===== src/rtl/alu_op_decoder.sv =====
// Instruction decode stage: maps opcodes to ALU controls and delivers them through a 2-entry skid buffer.
// Optional ILLEGAL_TRAP_EN adds a sticky trap that blocks new instructions after an illegal opcode.
module alu_op_decoder #(
  parameter int INSN_W = 9,
  parameter int OPND_W = INSN_W - 4,
  parameter int CNT_W  = 8
) (
  input  logic              Clk,
  input  logic              Reset,
  input  logic              in_valid,
  output logic              in_ready,
  input  logic [INSN_W-1:0] in_insn,
  output logic              out_valid,
  input  logic              out_ready,
  output logic [2:0]        out_alu_op,
  output logic [1:0]        out_cmp,
  output logic              out_neg,
  output logic [OPND_W-1:0] out_operand,
  output logic              out_illegal,
  output logic [CNT_W-1:0]  illegal_cnt,
  output logic              trap,
  input  logic              trap_clr
);

  localparam logic [2:0] OP_ADD = 3'd0;
  localparam logic [2:0] OP_LSH = 3'd1;
  localparam logic [2:0] OP_RSH = 3'd2;
  localparam logic [2:0] OP_AND = 3'd4;
  localparam logic [2:0] OP_SUB = 3'd5;
  localparam logic [2:0] OP_CLR = 3'd6;
  localparam logic [2:0] OP_OR  = 3'd7;

  localparam logic [1:0] CMP_NONE = 2'b00;
  localparam logic [1:0] CMP_GEQ  = 2'b01;
  localparam logic [1:0] CMP_EQ   = 2'b10;
  localparam logic [1:0] CMP_NEQ  = 2'b11;

  typedef struct packed {
    logic [2:0]        alu_op;
    logic [1:0]        cmp;
    logic              neg;
    logic              illegal;
    logic [OPND_W-1:0] operand;
  } entry_t;

  localparam entry_t RESET_ENTRY = '{alu_op: OP_CLR, cmp: CMP_NONE, neg: 1'b0,
                                     illegal: 1'b0, operand: '0};

  logic [3:0] opcode;
  entry_t     dec;
  entry_t     head;
  entry_t     tail;
  logic [1:0] occ;
  logic       push;
  logic       pop;

  assign opcode = in_insn[INSN_W-1 -: 4];

  always_comb begin
    dec         = RESET_ENTRY;
    dec.operand = in_insn[OPND_W-1:0];
    case (opcode)
      4'b0000: dec.alu_op = OP_LSH;
      4'b0001: dec.alu_op = OP_RSH;
      4'b0010: dec.alu_op = OP_AND;
      4'b0011: dec.alu_op = OP_OR;
      4'b1011: dec.alu_op = OP_ADD;
      4'b1000: begin dec.alu_op = OP_SUB; dec.cmp = CMP_GEQ; end
      4'b1001: begin dec.alu_op = OP_SUB; dec.cmp = CMP_EQ;  end
      4'b1101: begin dec.alu_op = OP_SUB; dec.cmp = CMP_NEQ; end
      4'b1010: begin dec.alu_op = OP_SUB; dec.neg = 1'b1;    end
      default: begin dec.alu_op = OP_CLR; dec.illegal = 1'b1; end
    endcase
  end

  // Ready depends only on registered state, so no out_ready -> in_ready path exists.
  assign in_ready  = (occ != 2'd2) & ~trap;
  assign out_valid = (occ != 2'd0);
  assign push      = in_valid & in_ready;
  assign pop       = out_valid & out_ready;

  always_ff @(posedge Clk) begin
    if (Reset) begin
      occ  <= 2'd0;
      head <= RESET_ENTRY;
      tail <= RESET_ENTRY;
    end else begin
      case ({push, pop})
        2'b10: begin
          if (occ == 2'd0) head <= dec;
          else             tail <= dec;
          occ <= occ + 2'd1;
        end
        2'b01: begin
          head <= tail;
          occ  <= occ - 2'd1;
        end
        // Push and pop together only happen at occupancy 1: the new word becomes head.
        2'b11:   head <= dec;
        default: ;
      endcase
    end
  end

  assign out_alu_op  = head.alu_op;
  assign out_cmp     = head.cmp;
  assign out_neg     = head.neg;
  assign out_operand = head.operand;
  assign out_illegal = head.illegal;

  always_ff @(posedge Clk) begin
    if (Reset)
      illegal_cnt <= '0;
    else if (push && dec.illegal && (illegal_cnt != {CNT_W{1'b1}}))
      illegal_cnt <= illegal_cnt + 1'b1;
  end

`ifdef ILLEGAL_TRAP_EN
  // A trap-setting accept wins over a simultaneous clear.
  always_ff @(posedge Clk) begin
    if (Reset)
      trap <= 1'b0;
    else if (push && dec.illegal)
      trap <= 1'b1;
    else if (trap_clr)
      trap <= 1'b0;
  end
`else
  logic unused_trap_clr;
  assign unused_trap_clr = trap_clr;
  assign trap = 1'b0;
`endif

endmodule

===== config.mk =====
export PLATFORM = sky130hd
export DESIGN_NAME = alu_op_decoder
export DESIGN_NICKNAME = d
export VERILOG_FILES = /design/src/rtl/alu_op_decoder.sv
export SDC_FILE = /design/constraint.sdc
export NUM_CORES = 1
export LEC_CHECK = 0
export BUFFER_PORTS_ARGS = -buffer_cell sky130_fd_sc_hd__buf_2
export CORE_UTILIZATION = 50
export CTS_BUF_LIST = sky130_fd_sc_hd__clkbuf_8
export DETAILED_ROUTE_END_ITERATION = 10
export GPL_ROUTABILITY_DRIVEN = 1
export PLACE_DENSITY = 0.78
export RECOVER_POWER = 50
export SYNTH_ARGS = -nofsm -noshare
export SYNTH_HDL_FRONTEND = slang
export SYNTH_SLANG_ARGS = --single-unit

===== constraint.sdc =====
create_clock -name Clk -period 2.3 [get_ports Clk]
set_clock_uncertainty 0.15 [all_clocks]
set_input_delay 0.46 -clock Clk [delete_from_list [all_inputs] [get_ports Clk]]
set_output_delay 0.46 -clock Clk [all_outputs]
set_load 0.02 [all_outputs]

Word-level counts from Yosys, hierarchy flattened

Index checks and enable logic that the tools add are counted.

$add $sub $neg: 3
Eq/ne operators: 14
Muxes and demuxes: 7
Bitwise operators: 3
Reduce and logical (&&, ||, !) cells: 11

Operators with widths:

| operator                                                               | number |
|---|---|
| 12-bit one-hot mux with 3 select lines                                 | 1 |
| 4-bit equality test (second input constant)                            | 5 |
| 3-bit one-hot mux with 6 select lines                                  | 1 |
| 12-bit 2-to-1 mux                                                      | 1 |
| 9-bit OR reduction                                                     | 1 |
| 8-bit by 1-bit adder with 8-bit output (second input constant)         | 1 |
| 4-bit by 2-bit equality test with 1-bit output (second input constant) | 2 |
| 8-bit != test (second input constant)                                  | 1 |
| 2-bit one-hot mux with 3 select lines                                  | 1 |
| 2-bit equality test (second input constant)                            | 2 |
| 4-bit by 1-bit equality test with 1-bit output (second input constant) | 1 |
| 4-bit zero test                                                        | 1 |
| 2-bit != test (second input constant)                                  | 2 |
| 2-bit one-hot mux with 2 select lines                                  | 1 |
| 2-bit AND reduction                                                    | 2 |
| 2-bit nonzero test                                                     | 2 |
| 4-bit OR reduction                                                     | 1 |
| 3-bit nonzero test                                                     | 1 |
| 2-bit by 1-bit adder with 2-bit output (second input constant)         | 1 |
| 1-bit bitwise AND                                                      | 2 |
| 2-bit by 1-bit equality test with 1-bit output (second input constant) | 1 |
| 1-bit logical AND                                                      | 2 |
| 2-bit zero test                                                        | 1 |
| 1-bit 2-to-1 mux                                                       | 2 |
| other kinds (2)                                                        | 2 |

Flip-flop bits (word level): 34
Bits of input ports: 14
Output and inout bits: 23
Logic and storage cells: 50

Logic depth before layout (Yosys ltp)

Depth in word-level cells: 5
Mapped depth: 10
Gate-level depth less buffers: 9

Worst setup path before layout

OpenSTA, ideal clock, no wires.

Path kind: flip-flop to flip-flop
Start: register occ[0]
End: register head (netlist bit out_cmp[1])
Library setup time: 0.132 ns
Data arrival time: 1.911 ns
Data required time: 2.018 ns
Slack: 0.107 ns
Cell stages (with the launch flop): 11
Buffers on the path: 2
Period minus slack after synthesis: 2.193 ns
Path through: dfxtp_1 > nor2_1 > inv_1 > nand2_1 > inv_1 > ha_1 > clkbuf_1 > clkbuf_1 > nor2_1 > a211oi_1 > nor3_1

Longest elaborated chain between the ends: 5
Elaborated cells on any way between the ends: 12
Those cells by class: eq/ne (5); mux (1); bitwise (2); reduce/logical (4)

Ends and longest elaborated chain:

| element                                                                                      | line | text |
|---|---|---|
| from (decl)                                                                                  | 53   | `logic [1:0] occ;` |
| from (signal assigned)                                                                       | 92   | `occ <= occ + 2'd1;` |
| from (signal assigned)                                                                       | 96   | `occ <= occ - 2'd1;` |
| 2-bit nonzero test (*)                                                                       | 78   | `assign out_valid = (occ != 2'd0);` |
| named net out_valid                                                                          | 13   | `output logic out_valid,` |
| 1-bit bitwise AND (*)                                                                        | 80   | `assign pop = out_valid & out_ready;` |
| 2-bit equality test / 2-bit by 1-bit equality test with 1-bit output (equally long branches) | 88   | `case ({push, pop})` |
| 2-bit != test (no source line) / 3-bit nonzero test (equally long branches)                  | -    |  |
| 2-bit AND reduction (no source line)                                                         | -    |  |
| to (signal assigned)                                                                         | 95   | `head <= tail;` |
| to (decl)                                                                                    | 51   | `entry_t head;` |

Mark *: on every way through the listed nets, which the timed path passes. The rest lies on a longest branch.
A chain may end at the register's enable or synchronous reset.

Final worst setup path

Start: register occ[1]
End: register tail[5] (netlist name)

Longest elaborated chain between the ends: 4
Elaborated cells on any way between the ends: 8
Those cells by class: eq/ne (2); bitwise (3); reduce/logical (3)

Ends and longest elaborated chain:

| element                                                    | line   | text |
|---|---|---|
| 2-bit != test / 2-bit nonzero test (equally long branches) | 77, 78 |  |
| 1-bit bitwise AND (on tied branches)                       | 79, 80 |  |
| 2-bit equality test                                        | 88     |  |
| 2-bit AND reduction (no source line) (*)                   | -      |  |
| to (signal assigned)                                       | 86     | `tail <= RESET_ENTRY;` |
| to (signal assigned)                                       | 91     | `else tail <= dec;` |
| to (decl)                                                  | 52     | `entry_t tail;` |

Mark *: on every way between the ends. The rest lies on a longest branch, timed or not.

==> results.md <==
* Status: completed
* R2R cell count at 8
* Hold_sp: in_insn[1]
* Largest cells by area after synthesis: dfxtp_1, a21oi_1, a211oi_1, nand2_1, nor2_1
* Die Area at 3510 um^2
* Yosys Warn Count at 0
* Die H at 59.3 um
* Post-layout min period at 2.08 ns
* Row cnt at 20
* H-tree depth at 2
* Ys flop type: dfxtp_1
* HP Class: input port to register
* RSZ-0062 raised after global routing: false
* Post-synth top area cell: dfxtp_1
* Gpl congestion at 0.748
* Req. time, crit path at 2.37 ns
* I/O Buffers at 34
* Core box area at 3080 um^2
* Final setup violation count at 0
* GRT overflow at 0
* Post-CTS Resized at 0
* Max-cap violations at 0
* Worst Setup SP: occ[1]
* Netlist Area Pre-Place at 1640 um^2
* Worst setup margin at 0.216 ns
* Fmax at 0.480 GHz
* DP Worst Slack at 0.203 ns
* Final Non-Filler Cells at 270
* Cell total after placement at 262
* WL/cell at 12.6 um
* Vias in the first global route at 1,326
* Power share of the sequential group at 38.9%
* Crit path max fanout at 8
* Largest net degree at the start of global routing at 38
* Worst Setup End Kind: register
* Initial antenna violation count at 0
* Io pins at 37
* Net Sw Power at 830 uW
* Total CTS buffers at 5
* Flops & latches, synth at 34
* WS Path Type: register to register
* Share of cells above drive strength 1 at 12.8%
* Detailed placement HPWL at 2350 um
* Most frequent cell after synthesis: dfxtp_1
* Multi-input gate area at 862 um^2
* GRT Util Overall at 22.8%
* CTS tree: done
* Yosys cell types at 43
* Chip width at 59.3 um
* Terminus of the critical flop-to-flop path: tail[5]
* Post-synthesis sequential area ratio at 41.5%
* Vias at 1,465
* Synth top area share at 41.5%
* Lkg Pwr at 0.698 nW
* Final period util at 90.6%
* Setup crit end: tail[5]
* Initial Utilization at 53.3%
* NumNets Final at 242
* Cell Pwr Density at 1120 nW/um^2
* First-pass GRT wire length at 5880 um
* Syn_nets at 211
* Clk Tree Root Cell: clkbuf_8
* Clk slew on worst S/H paths at 0.06 ns
* Total Power at 2.10 mW
* Worst endpoint data arrival time at 2.15 ns
* Switching share of power at 39.6%
* DRC Markers at 0
* Worst r2r src: occ[1]
* Clock Latency Late Sink at 0.29 ns
* Final hold viol count at 0
* Pint at 1.27 mW
* Final WL at 3410 um
* Setup bufs post-CTS at 0
* Routed Antenna Nets at 0
* 1st-pass router iterations at 4
* Critical path launch point type: register
* Post-synth top cells: dfxtp_1, a21oi_1, nand2_1, nor2_1, a211oi_1
* Reg area at 681 um^2
* Fill cells at 318
* Area Growth Syn to Fin at 14.6%
* Mapped Cells at 194
* R2R setup slack at 0.22 ns
* Clk pwr share at 21.2%
* Final Max Slew Viols at 0
* Clock Sinks at 34
* Post-DR vias/cell at 5.43
* Worst VDD drop at 0.000556 V
* Setup tns final at 0 ns
* Max_slew headroom at 55.7%
* Comb pwr share at 40.0%
* Syn Area/Cell at 8.45 um^2
* Layout Utilization at 61.0%
* First DRT Iteration DRCs at 51
* # diodes at 0
* Post-synth EDFFs at 0
* Clk buf depth at 2
* Cts hold-fix bufs at 0
* Slew @ Worst Pin at 0.663 ns
* Asr flop ratio synth at 0%
==> per-layer routing <==
metal	part of all wire [%]	global-route usage, %
met5	0	0
met2	49	37.9
met3	4.4	7.86
met1	45	26.3
met4	1.8	10.2
==> layout make-up <==
| type | instances | area share, % |
|---|---|---|
| clock buffers | 6 | 4.40 |
| clock inverters | 2 | 0.466 |
| inverters | 4 | 0.799 |
| multi-input cells | 142 | 45.9 |
| flip-flops and latches | 34 | 36.2 |
| well taps | 44 | 2.93 |
| repair buffers | 38 | 9.26 |
==> worst min path at each step <==
| stage | to | slack, ns | depth (start not counted) |
|---|---|---|---|
| 2_1_floorplan | tail[10] | 0.29 | 1 |
| 3_3_place_gp | tail[4] | 0.29 | 2 |
| 3_5_place_dp | tail[4] | 0.30 | 2 |
| 4_1_cts | tail[2] | 0.26 | 3 |
| 5_1_grt | tail[2] | 0.26 | 3 |
| 6_report | tail[1] | 0.27 | 3 |
==> metrics by stage <==
stage	hold WS, ns	cell area [um^2]
after global routing	0.259	1880
after floorplan	0.285	1640
final	0.267	1880
after detailed placement	0.296	1830
after CTS	0.263	1920
after global placement	0.291	1830
==> logic make-up after synthesis <==
| kind of cell | synth area share (%) |
|---|---|
| fa+ha+maj | 2.29 |
| simple gates | 25.1 |
| compound gates | 19.9 |
| other cells | 0.229 |
| buf+inv | 4.96 |
| mux | 4.35 |
| xor+xnor | 1.60 |
| flops | 41.5 |
==> registers in the layout, summed over array words and instances, names as in the netlist <==
name,flops
illegal_cnt,8
occ,2
out_alu_op,3
out_cmp,2
out_illegal,1
out_neg,1
out_operand,5
tail,12
==> power groups by stage <==
stage / sequential, mW / combinational (mW) / clock, mW
CTS: 0.813 / 0.877 / 0.456
global placement: 0.821 / 0.854 / 0
finish: 0.814 / 0.838 / 0.444
floorplan: 0.917 / 0.530 / 0
detailed placement: 0.826 / 0.872 / 0
global route: 0.831 / 0.937 / 0.485
==> layout by cell type (no fill, tap or decap), types with 2 or more instances in the layout <==
cell type  count
a211o_1        3
clkbuf_8       6
nor3_1         5
o21ai_0        4
nor2b_1        3
or4_1          4
nand4_1        2
buf_2         13
o41ai_1        2
and4_1         3
o31ai_1        2
mux2i_1        6
nand3_1        8
ha_1           3
a21oi_1       21
or3_1          3
dfxtp_1       34
a211oi_1      11
nand2_1       21
buf_4          4
clkbuf_1      21
xor2_1         2
inv_1          5
nor2_1        21
==> worst max-delay path, cell delays in order, from the launching register on <==
cell and delay [ns]:
dfxtp_1 0.37, or2b_2 0.34, nand2_1 0.10, inv_1 0.05, ha_1 0.18, o21ai_1 0.34, buf_4 0.28, nand2_1 0.08
a21oi_1 0.13
No activity file was read; power rests on OpenSTA's default activity.
